File: src/rtl/city_pkg.sv
// City coordinate tables, FSM state type and the marker distance helper shared by
// the begin/end selection logic. The node ID of a city is its index in the tables.
package city_pkg;

  localparam int NUM_CITIES = 46;
  localparam int CITY_ID_W  = 6;
  localparam int COORD_W    = 10;

  typedef logic [COORD_W-1:0]   coord_t;
  typedef logic [CITY_ID_W-1:0] city_id_t;

  typedef enum logic [1:0] {
    IDLE,
    WAIT_END,
    REQ,
    DONE
  } state_t;

  // Snapped city centres. Entries 7 and 8 are close enough that their markers overlap.
  localparam coord_t CITY_X [NUM_CITIES] = '{
    10'd120, 10'd210, 10'd340, 10'd465, 10'd580, 10'd90,  10'd400, 10'd530,
    10'd535, 10'd610, 10'd150, 10'd250, 10'd60,  10'd180, 10'd320, 10'd440,
    10'd560, 10'd620, 10'd80,  10'd230, 10'd370, 10'd500, 10'd600, 10'd140,
    10'd290, 10'd420, 10'd520, 10'd300, 10'd360, 10'd480, 10'd200, 10'd100,
    10'd40,  10'd270, 10'd390, 10'd460, 10'd550, 10'd630, 10'd30,  10'd170,
    10'd340, 10'd600, 10'd110, 10'd260, 10'd480, 10'd620
  };

  localparam coord_t CITY_Y [NUM_CITIES] = '{
    10'd80,  10'd95,  10'd140, 10'd186, 10'd120, 10'd210, 10'd260, 10'd301,
    10'd304, 10'd240, 10'd300, 10'd220, 10'd350, 10'd400, 10'd380, 10'd350,
    10'd390, 10'd330, 10'd440, 10'd460, 10'd450, 10'd440, 10'd450, 10'd150,
    10'd60,  10'd70,  10'd40,  10'd297, 10'd200, 10'd240, 10'd340, 10'd260,
    10'd120, 10'd140, 10'd320, 10'd410, 10'd180, 10'd90,  10'd30,  10'd30,
    10'd30,  10'd30,  10'd380, 10'd400, 10'd470, 10'd470
  };

  // |draw - centre| <= r, evaluated one bit wider and signed so pixels near 0 never wrap.
  function automatic logic within_mark(input coord_t draw, input coord_t centre, input int r);
    logic signed [COORD_W:0] diff;
    logic signed [COORD_W:0] lim;
    diff = $signed({1'b0, draw}) - $signed({1'b0, centre});
    lim  = (COORD_W+1)'(r);
    return (diff >= -lim) && (diff <= lim);
  endfunction

endpackage

File: src/rtl/city_lookup.sv
// Stage 2 of the hit pipeline: exact-match the stage-1 coordinates against every
// city entry and register the matched event together with its node index.
module city_lookup
  import city_pkg::*;
(
  input  logic     Clk,
  input  logic     Reset_N,
  input  coord_t   x,
  input  coord_t   y,
  input  logic     cand,
  output logic     evt,
  output city_id_t idx
);

  logic     match;
  city_id_t match_idx;

  always_comb begin
    // NOTE: every combinationally assigned signal gets a default first so no path infers a latch.
    match     = 1'b0;
    match_idx = '0;
    for (int i = 0; i < NUM_CITIES; i++) begin
      if (x == CITY_X[i] && y == CITY_Y[i]) begin
        match     = 1'b1;
        match_idx = city_id_t'(i);
      end
    end
  end

  // An edge that lands on no city is dropped here without trace.
  always_ff @(posedge Clk or negedge Reset_N) begin
    if (!Reset_N) begin
      evt <= 1'b0;
      idx <= '0;
    end else begin
      evt <= cand & match;
      idx <= match_idx;
    end
  end

endmodule

File: src/rtl/select_begin_end.sv
// Turns mouse hits on cities into a BEGIN/END node pair, hands the pair to the
// path engine over valid/ready, and draws square markers around the chosen cities.
module select_begin_end
  import city_pkg::*;
#(
  parameter int MARK_R = 3
) (
  input  logic           Clk,
  input  logic           Reset_N,
  input  logic [9:0]     pos_x_in,
  input  logic [9:0]     pos_y_in,
  input  logic           clear,
  input  logic [9:0]     DrawX,
  input  logic [9:0]     DrawY,
  output logic [5:0]     begin_id,
  output logic [5:0]     end_id,
  output logic           begin_vld,
  output logic           end_vld,
  output logic           path_req_valid,
  input  logic           path_req_ready,
  output logic           marker_on,
  output logic           marker_is_end
);

  // Stage 1: rising edge of "hit" so a held button produces one event.
  logic   hit;
  logic   hit_d;
  logic   s1_cand;
  coord_t s1_x;
  coord_t s1_y;

  assign hit = (pos_x_in != '0) && (pos_y_in != '0);

  always_ff @(posedge Clk or negedge Reset_N) begin
    if (!Reset_N) begin
      hit_d   <= 1'b0;
      s1_cand <= 1'b0;
      s1_x    <= '0;
      s1_y    <= '0;
    end else begin
      // NOTE: non-blocking assignments so every register samples pre-edge values.
      hit_d   <= hit;
      s1_cand <= hit & ~hit_d;
      s1_x    <= pos_x_in;
      s1_y    <= pos_y_in;
    end
  end

  logic     s2_evt;
  city_id_t s2_idx;

  city_lookup u_lookup (
    .Clk     (Clk),
    .Reset_N (Reset_N),
    .x       (s1_x),
    .y       (s1_y),
    .cand    (s1_cand),
    .evt     (s2_evt),
    .idx     (s2_idx)
  );

  state_t   state, state_nxt;
  city_id_t begin_id_nxt, end_id_nxt;
  logic     begin_vld_nxt, end_vld_nxt;

  always_comb begin
    state_nxt     = state;
    begin_id_nxt  = begin_id;
    end_id_nxt    = end_id;
    begin_vld_nxt = begin_vld;
    end_vld_nxt   = end_vld;
    if (clear) begin
      // IDs keep their stale values; only the flags say whether they mean anything.
      state_nxt     = IDLE;
      begin_vld_nxt = 1'b0;
      end_vld_nxt   = 1'b0;
    end else begin
      unique case (state)
        IDLE: if (s2_evt) begin
          begin_id_nxt  = s2_idx;
          begin_vld_nxt = 1'b1;
          state_nxt     = WAIT_END;
        end
        WAIT_END: if (s2_evt && s2_idx != begin_id) begin
          end_id_nxt  = s2_idx;
          end_vld_nxt = 1'b1;
          state_nxt   = REQ;
        end
        REQ: if (path_req_ready) state_nxt = DONE;
        DONE: if (s2_evt) begin
          begin_id_nxt = s2_idx;
          end_vld_nxt  = 1'b0;
          state_nxt    = WAIT_END;
        end
        default: state_nxt = IDLE;
      endcase
    end
  end

  always_ff @(posedge Clk or negedge Reset_N) begin
    if (!Reset_N) begin
      state     <= IDLE;
      begin_id  <= '0;
      end_id    <= '0;
      begin_vld <= 1'b0;
      end_vld   <= 1'b0;
    end else begin
      state     <= state_nxt;
      begin_id  <= begin_id_nxt;
      end_id    <= end_id_nxt;
      begin_vld <= begin_vld_nxt;
      end_vld   <= end_vld_nxt;
    end
  end

  // Decoded from the state register, so an async reset withdraws the request at once.
  assign path_req_valid = (state == REQ);

  logic begin_hit, end_hit;

  assign begin_hit = begin_vld
                   && within_mark(DrawX, CITY_X[begin_id], MARK_R)
                   && within_mark(DrawY, CITY_Y[begin_id], MARK_R);
  assign end_hit   = end_vld
                   && within_mark(DrawX, CITY_X[end_id], MARK_R)
                   && within_mark(DrawY, CITY_Y[end_id], MARK_R);

  assign marker_on     = begin_hit | end_hit;
  assign marker_is_end = end_hit;

endmodule
File: config.mk
export PLATFORM = sky130hd
export DESIGN_NAME = select_begin_end
export DESIGN_NICKNAME = d
export VERILOG_FILES = /design/src/rtl/city_pkg.sv /design/src/rtl/city_lookup.sv /design/src/rtl/select_begin_end.sv
export SDC_FILE = /design/constraint.sdc
export NUM_CORES = 1
export LEC_CHECK = 0
export ABC_AREA = 1
export CAP_MARGIN = 20
export CORE_MARGIN = 5
export CORE_UTILIZATION = 35
export CTS_CLUSTER_SIZE = 10
export DETAILED_ROUTE_END_ITERATION = 10
export GPL_TIMING_DRIVEN = 0
export PLACE_DENSITY = 0.64
export SYNTH_ARGS = -nofsm -noshare
export SYNTH_HDL_FRONTEND = slang
export SYNTH_SLANG_ARGS = --single-unit
export TNS_END_PERCENT = 5
File: constraint.sdc
create_clock -name Clk -period 5.6 [get_ports Clk]
set_input_delay 1.12 -clock Clk [delete_from_list [all_inputs] [get_ports Clk]]
set_output_delay 1.12 -clock Clk [all_outputs]
set_load 0.005 [all_outputs]
After elaboration in Yosys (flattened, before gate mapping)
Memories as Yosys holds them, arrays and structs flattened.
Index checks and enable logic that the tools add are counted.
{"block": "totals", "register_bits": 45, "mem_bits_ro": 2560, "in_bits": 44, "elab_cells": 298, "mem_count": 4}
{"name": "(name not given)", "depth": 64, "word_bits": 10, "read_ports": 1, "rd_clocked_by_memory_dff": 0, "wr": 0, "line_no": "select_begin_end.sv:126", "rtl": "&& within_mark(DrawY, CITY_Y[end_id], MARK_R);"}
{"name": "(name not given)", "depth": 64, "word_bits": 10, "read_ports": 1, "rd_clocked_by_memory_dff": 0, "wr": 0, "line_no": "select_begin_end.sv:125", "rtl": "&& within_mark(DrawX, CITY_X[end_id], MARK_R)"}
{"name": "(name not given)", "depth": 64, "word_bits": 10, "read_ports": 1, "rd_clocked_by_memory_dff": 0, "wr": 0, "line_no": "select_begin_end.sv:123", "rtl": "&& within_mark(DrawY, CITY_Y[begin_id], MARK_R);"}
{"name": "(name not given)", "depth": 64, "word_bits": 10, "read_ports": 1, "rd_clocked_by_memory_dff": 0, "wr": 0, "line_no": "select_begin_end.sv:122", "rtl": "&& within_mark(DrawX, CITY_X[begin_id], MARK_R)"}
{"block": "op_classes", "n_addsub": 4, "n_lt_le_gt_ge": 10, "n_eq_ne": 83, "muxes": 111, "n_bitwise": 7, "reduce_logical": 68}
{"operator": "equality test 10 x 9 -> 1 bit, second input constant", "count": 33}
{"operator": "equality test 10 x 8 -> 1 bit, second input constant", "count": 16}
{"operator": "equality test 10 bit, second input constant", "count": 10}
{"operator": "equality test 10 x 7 -> 1 bit, second input constant", "count": 10}
{"operator": "2-to-1 mux 6 bit", "count": 14}
{"operator": "2-to-1 mux 10 bit", "count": 8}
{"operator": "2-to-1 mux 5 bit", "count": 16}
{"operator": "logical AND 1 bit", "count": 56}
{"operator": "2-to-1 mux 1 bit", "count": 53}
{"operator": "greater-or-equal comparator 11 x 3 -> 1 bit, second input constant", "count": 4}
{"operator": "less-or-equal comparator 11 x 3 -> 1 bit, second input constant", "count": 4}
{"operator": "subtractor 10 x 10 -> 11 bit", "count": 4}
{"operator": "equality test 10 x 6 -> 1 bit, second input constant", "count": 4}
{"operator": "2-to-1 mux 4 bit", "count": 8}
{"operator": "equality test 10 x 5 -> 1 bit, second input constant", "count": 2}
{"operator": "nonzero test 10 bit", "count": 2}
{"operator": "greater-or-equal comparator 7 bit, second input constant", "count": 2}
{"operator": "inverter 6 -> 7 bit", "count": 2}
{"operator": "2-to-1 mux 2 bit", "count": 6}
{"operator": "2-to-1 mux 3 bit", "count": 4}
{"operator": "AND reduction 3 bit", "count": 4}
{"operator": "inequality test 3 x 2 -> 1 bit, second input constant", "count": 2}
{"operator": "inequality test 6 bit", "count": 1}
{"operator": "one-hot mux 2 bit (3 select lines)", "count": 1}
{"operator": "13 further kinds", "count": 17}

Logic depth before layout (Yosys ltp)
{"block": "depth", "depth_word": 49, "depth_mapped": 25}

Modules after synthesis
A second synthesis with hierarchy kept.
{"block": "unflattened", "hier_cells": 1314, "area_unflattened_um2": 7662.3}
{"mod": "select_begin_end", "n_inst": 1, "cells_each": 1035, "area_per_inst_um2": 6183.4, "seq_area_each_um2": 950.9}
{"mod": "city_lookup", "n_inst": 1, "cells_each": 279, "area_per_inst_um2": 1478.9, "seq_area_each_um2": 175.2}

Worst setup path before layout
No wires, ideal clock.
{"block": "synth_path", "path_type": "register to output", "start": "register end_id[1]", "end": "output marker_on", "arrival_ns": 3.277, "required_time_ns": 4.480, "setup_slack_ns": 1.203, "stages_incl_launch_ff": 20, "n_path_buf": 0, "path_cell_list": "dfrtp_1 inv_1 ha_1 nor2_1 inv_1 o211ai_1 nand3_1 fa_1 a21oi_1 o21bai_1 a21oi_1 o21bai_2 a21oi_1 o21ai_2 xnor2_1 nand2_1 nor3_1 nor2_1 nand3b_1 nand2_1"}
{"block": "synth_via", "elab_chain_len": 10}
{"element": "start: declaration", "line_no": "select_begin_end.sv:16", "rtl": "output logic [5:0] end_id,"}
{"element": "start signal: assignment", "line_no": "select_begin_end.sv:110", "rtl": "end_id <= end_id_nxt;"}
{"element": "inverter 6 -> 7 bit (not written as such) (*)", "line_no": "select_begin_end.sv:125, select_begin_end.sv:126"}
{"element": "memory (64 x 10 bit)"}
{"element": "2-to-1 mux 10 bit (not written as such) (2 in series)", "line_no": "select_begin_end.sv:125"}
{"element": "subtractor 10 x 10 -> 11 bit", "line_no": "city_pkg.sv:42", "rtl": "diff = $signed({1'b0, draw}) - $signed({1'b0, centre});"}
{"element": "greater-or-equal comparator 11 x 3 -> 1 bit or less-or-equal comparator 11 x 3 -> 1 bit (tied branches)", "line_no": "city_pkg.sv:44", "rtl": "return (diff >= -lim) && (diff <= lim);"}
{"element": "logical AND 1 bit", "line_no": "city_pkg.sv:44"}
{"element": "logical AND 1 bit", "line_no": "select_begin_end.sv:125"}
{"element": "logical AND 1 bit (*)", "line_no": "select_begin_end.sv:126"}
{"element": "bitwise OR 1 bit (*)", "line_no": "select_begin_end.sv:128", "rtl": "assign marker_on = begin_hit | end_hit;"}
{"element": "end: declaration", "line_no": "select_begin_end.sv:21", "rtl": "output logic marker_on,"}
Every way passes the cells marked *; elsewhere a longest branch is shown, timed or not. The select of a mux whose other input is x is not followed.

Final worst setup path
{"block": "layout_path", "start": "register end_id[0]", "end": "output marker_is_end"}
{"block": "layout_via", "elab_chain_len": 9}
{"element": "inverter 6 -> 7 bit (not written as such) (*)", "line_no": "select_begin_end.sv:125, select_begin_end.sv:126"}
{"element": "memory (64 x 10 bit)"}
{"element": "2-to-1 mux 10 bit (not written as such) (2 in series)", "line_no": "select_begin_end.sv:125"}
{"element": "subtractor 10 x 10 -> 11 bit", "line_no": "city_pkg.sv:42"}
{"element": "greater-or-equal comparator 11 x 3 -> 1 bit or less-or-equal comparator 11 x 3 -> 1 bit (tied branches)", "line_no": "city_pkg.sv:44"}
{"element": "logical AND 1 bit", "line_no": "city_pkg.sv:44"}
{"element": "logical AND 1 bit", "line_no": "select_begin_end.sv:125"}
{"element": "logical AND 1 bit (*)", "line_no": "select_begin_end.sv:126"}
{"element": "end: declaration", "line_no": "select_begin_end.sv:22", "rtl": "output logic marker_is_end"}
Marks and branches as above.

==> parameters.txt <==
Parameter                              Value

Synthesis
  Cell area after synthesis    6680 um^2
  EDFF count, synth    0
  Most frequently used flop master after synthesis    sky130_fd_sc_hd__dfrtp_1
  Proportion of register bits with asynchronous set or reset after synthesis    1.00
  Avg Cell Area, Syn    6.12 um^2
  Seq/Total Area, Yosys    0.169
  Count of yosys warnings during synthesis    0
  Mapped Nets    1202
  Total of flip-flops plus latches after synthesis    45
  Mapped Cells    1090
  Unique masters post-synth    53

STA
  Final setup skew    0.00654 ns
  Time the worst path needs with I/O delays and setup    5.52 ns
  Transition time at the pin with the least slew margin    0.712 ns
  Number of setup violations in the final report    0
  Worst rel slew slack    0.521
  Setup tns final    0 ns
  RSZ-0062 raised after global routing    true
  Share of the cycle needed by the critical path after routing    0.987
  Upper clock frequency limit    0.181 GHz
  Hold violation count in the final report    0
  Final slew viol count    0

Critical path
  Critical R2R Capture    u_lookup.evt
  Biggest fanout along the worst timing path    3
  Launch point of the critical path    end_id[0]
  Worst Path Required    4.48 ns
  Cell at the slowest stage of the critical path    sky130_fd_sc_hd__clkdlybuf4s50_1
  CP max stage delay    0.49 ns
  Worst Reg-to-Reg Cells    9
  Critical path cell sequence    buf_4 -> ha_2 -> nand2_1 -> inv_2 -> nor2_2 -> a21oi_2 -> a311oi_1 -> a311oi_1 -> a31oi_1 -> inv_1 -> fa_2 -> inv_1 -> a21oi_2 -> inv_2 -> a21oi_2 -> o21ai_2 -> xor2_1 -> nand4_1 -> nor3_1 -> o21bai_1 -> nand3b_1 -> inv_1 -> clkdlybuf4s50_1
  Count of cell instances traversed by the critical path    23
  Worst path buffer plus inverter count    7
  Cell class contributing the biggest share of worst-path delay    compound AO/OA/AOI/OAI gates
  Critical Path Source Type    flop
  Worst reg2reg path startpoint    s1_y[9]
  Data arrival time at the worst-slack endpoint    4.40 ns
  Category of the critical setup timing path    flop to primary output
  Reg-to-reg setup timing slack    2.96 ns
  Crit path capture    marker_is_end
  Critical path capture point type    primary output

Placement
  # port buffers    60
  Weighted congestion at the end of routability-driven global placement    1.02
  Half-perimeter wire length of the detailed placement result    21.3 mm
  Instance count after placement with tap cells included    1385

Floorplan
  Starting density of the core    0.356
  Die extent in y    148 um
  Number of top-level pins    61
  Horizontal extent of the die    148 um
  Die Outline Area    21900 um^2
  Core ar.    18800 um^2
  Core Rows    50

Power and ir drop
  P_leak    0.00384 uW
  Power density cells    116 nW/um^2
  Worst IR drop on VDD    0.144 mV

Clocking
  CTS Buf Count    5
  Clock tree sinks    45
  Clock-pin slew of the registers on the worst-case setup and hold paths    0.07 ns
  Worst-skew pair later-pin latency    0.30 ns
  Count of hold-fix buffers inserted at cts    0
  Master cell of the clock root buffer    sky130_fd_sc_hd__clkbuf_16
  Clock tree from TritonCTS    done
  H-tree depth reported by CTS    2
  Number of buffers on the longest clock path    2

Finish
  Share of final-layout standard cells stronger than drive strength 1    0.144
  Antenna fix cells    0
  Number of standard cells in the layout, taps in and fillers out    1426
  Layout net count    1303
  Core occupancy in the finished layout    0.449
  Post-synthesis to final-layout area growth    26.2%
  Number of fillers in the final layout    1975

Drt
  Total wire length    27.4 mm
  Post-detailed-route DRC marker count    0
  Number of vias per cell    5.84
  Average wire length per cell after detail routing    19.2 um
  Violation count after the first detailed-route iteration    898
  First-pass iteration count of the detailed router    6
  Number of vias in the routed layout    8334
  Post-route ant nets    0

Status
  Status    finished clean

Run
  Number of max-capacitance violations reported    0

Min path
  Worst hold path class    flop to flop

Global route
  Overall global routing resource usage    0.237
  Initial antenna violation count    0
  Total congestion overflow    0
  Global-route wire length before repair    41.8 mm
  Maximum number of pins on one net before global-route repair    26
  Number of global-route vias before repair    7929
how the worst min path moves through the flow:
| stage | endpoint | slack [ns] | cells after the start | from |
|---|---|---|---|---|
| after floorplan | s1_cand | 0.38 | 1 | hit_d |
| after global placement | s1_cand | 0.38 | 1 | hit_d |
| after detailed placement | s1_cand | 0.39 | 1 | hit_d |
| after CTS | s1_cand | 0.40 | 1 | hit_d |
| after global routing | s1_cand | 0.42 | 1 | hit_d |
| final | s1_cand | 0.40 | 1 | hit_d |
sequential cells by signal, indices dropped and copies added, names as in the netlist:
signal        cells
s1_x             10
u_lookup.idx      6
begin_id          6
begin_vld         1
s1_y             10
end_id            6
s1_cand           1
hit_d             1
state             2
end_vld           1
u_lookup.evt      1
cells by family after synthesis:
group / share of synthesized area
simple gates: 0.342
compound gates: 0.207
buf+inv: 0.110
fa+ha+maj: 0.132
flops: 0.169
xor+xnor: 0.0407
worst register-to-register path, delay by kind of cell, from the launching register on:
kind | cells | cell delay [ns]
and+or+nand+nor | 6 | 1.74
DFF | 1 | 0.38
AOI/OAI and AO/OA | 2 | 0.28
buffers and inverters | 1 | 0.18
repair_timing:
item,4_1_cts,5_1_grt
gates cloned,0,0
pin swaps,4,28
endpoints found under the setup margin,2,2
hold endpoints to repair,0,0
setup buffers,12,22
gates resized for setup,34,93
area by class of cell:
type | instances | area, um^2 | area share
Inverter | 170 | 661 | 0.0784
Sequential cell | 45 | 1140 | 0.135
Timing Repair Buffer | 95 | 890 | 0.106
Tap cell | 234 | 293 | 0.0347
Multi-Input combinational cell | 850 | 5150 | 0.611
Clock buffer | 6 | 129 | 0.0153
Clock inverter | 2 | 38.8 | 0.00460
Buffer | 24 | 128 | 0.0151
placed cells by master (no fill, tap or decap), types with 4 or more instances in the layout:
cell type / n
sky130_fd_sc_hd__clkdlybuf4s50_1: 58
sky130_fd_sc_hd__a211oi_1: 4
sky130_fd_sc_hd__a21oi_2: 12
sky130_fd_sc_hd__ha_4: 7
sky130_fd_sc_hd__o21ai_1: 8
sky130_fd_sc_hd__nor4_1: 18
sky130_fd_sc_hd__fa_2: 4
sky130_fd_sc_hd__a21oi_1: 58
sky130_fd_sc_hd__o211ai_1: 16
sky130_fd_sc_hd__nand4_1: 32
sky130_fd_sc_hd__inv_2: 19
sky130_fd_sc_hd__a31oi_1: 9
sky130_fd_sc_hd__nand2_1: 207
sky130_fd_sc_hd__o21ai_0: 66
sky130_fd_sc_hd__clkbuf_1: 9
sky130_fd_sc_hd__xor2_1: 21
sky130_fd_sc_hd__clkbuf_2: 9
sky130_fd_sc_hd__dfrtp_2: 8
sky130_fd_sc_hd__nor2_2: 14
sky130_fd_sc_hd__nand3_2: 7
sky130_fd_sc_hd__nand3_1: 56
sky130_fd_sc_hd__nor3_1: 34
sky130_fd_sc_hd__clkbuf_16: 5
sky130_fd_sc_hd__o22ai_1: 14
sky130_fd_sc_hd__xnor2_1: 7
sky130_fd_sc_hd__nor2_1: 130
sky130_fd_sc_hd__inv_1: 142
sky130_fd_sc_hd__dfrtp_1: 37
sky130_fd_sc_hd__ha_1: 54
sky130_fd_sc_hd__clkinvlp_4: 5
sky130_fd_sc_hd__buf_4: 34
sky130_fd_sc_hd__o21ai_2: 6
metal layers:
layer	routed length, um	vias to the layer above	global-route usage
met4	1550	0	0.114
met5	0	-	0
met1	11200	3788	0.302
met2	12300	500	0.392
li1	-	3917	-
met3	2360	129	0.0363
per-stage QoR:
stage / worst slack, ns / hold WS [ns] / total power [uW] / cell area (um^2)
2_1_floorplan: 1.20 / 0.376 / 518 / 6680
3_3_place_gp: -0.342 / 0.381 / 620 / 7570
3_5_place_dp: -0.188 / 0.394 / 623 / 7580
4_1_cts: 0.00235 / 0.403 / 973 / 7920
5_1_grt: -0.177 / 0.419 / 1040 / 8430
6_report: 0.0755 / 0.399 / 979 / 8430
synth_stat cells, drive strengths merged (2+ instances only):
library cell  instances  area [um^2]
nand2               211          797
inv                 165          619
nor2                146          558
o21ai                80          404
a21oi                71          355
ha                   64          801
nand3                63          330
dfrtp                45         1130
nor3                 37          195
nand4                33          213
clkbuf               22         82.6
xor2                 22          193
nor4                 19          125
o211ai               16          120
o22ai                14         87.6
a31oi                 9         56.3
xnor2                 9         78.8
a211oi                6         45.0
a221oi                5         43.8
clkinv                5         18.8
o221ai                5         43.8
fa                    4         80.1
o21bai                4         33.8
o31ai                 4         30.0
a21o                  3         22.5
and3                  3         18.8
buf                   3         11.3
or4                   3         26.3
a221o                 2         20.0
a311oi                2         17.5
a32oi                 2         17.5
o21a                  2         15.0
o41ai                 2         17.5
or2                   2         12.5
power by group:
group / total [uW] / switching [uW] / internal, uW
Sequential: 364 / 21.6 / 343
Clock: 348 / 136 / 212
Combinational: 267 / 155 / 112
No activity file was read; power rests on OpenSTA's default activity.
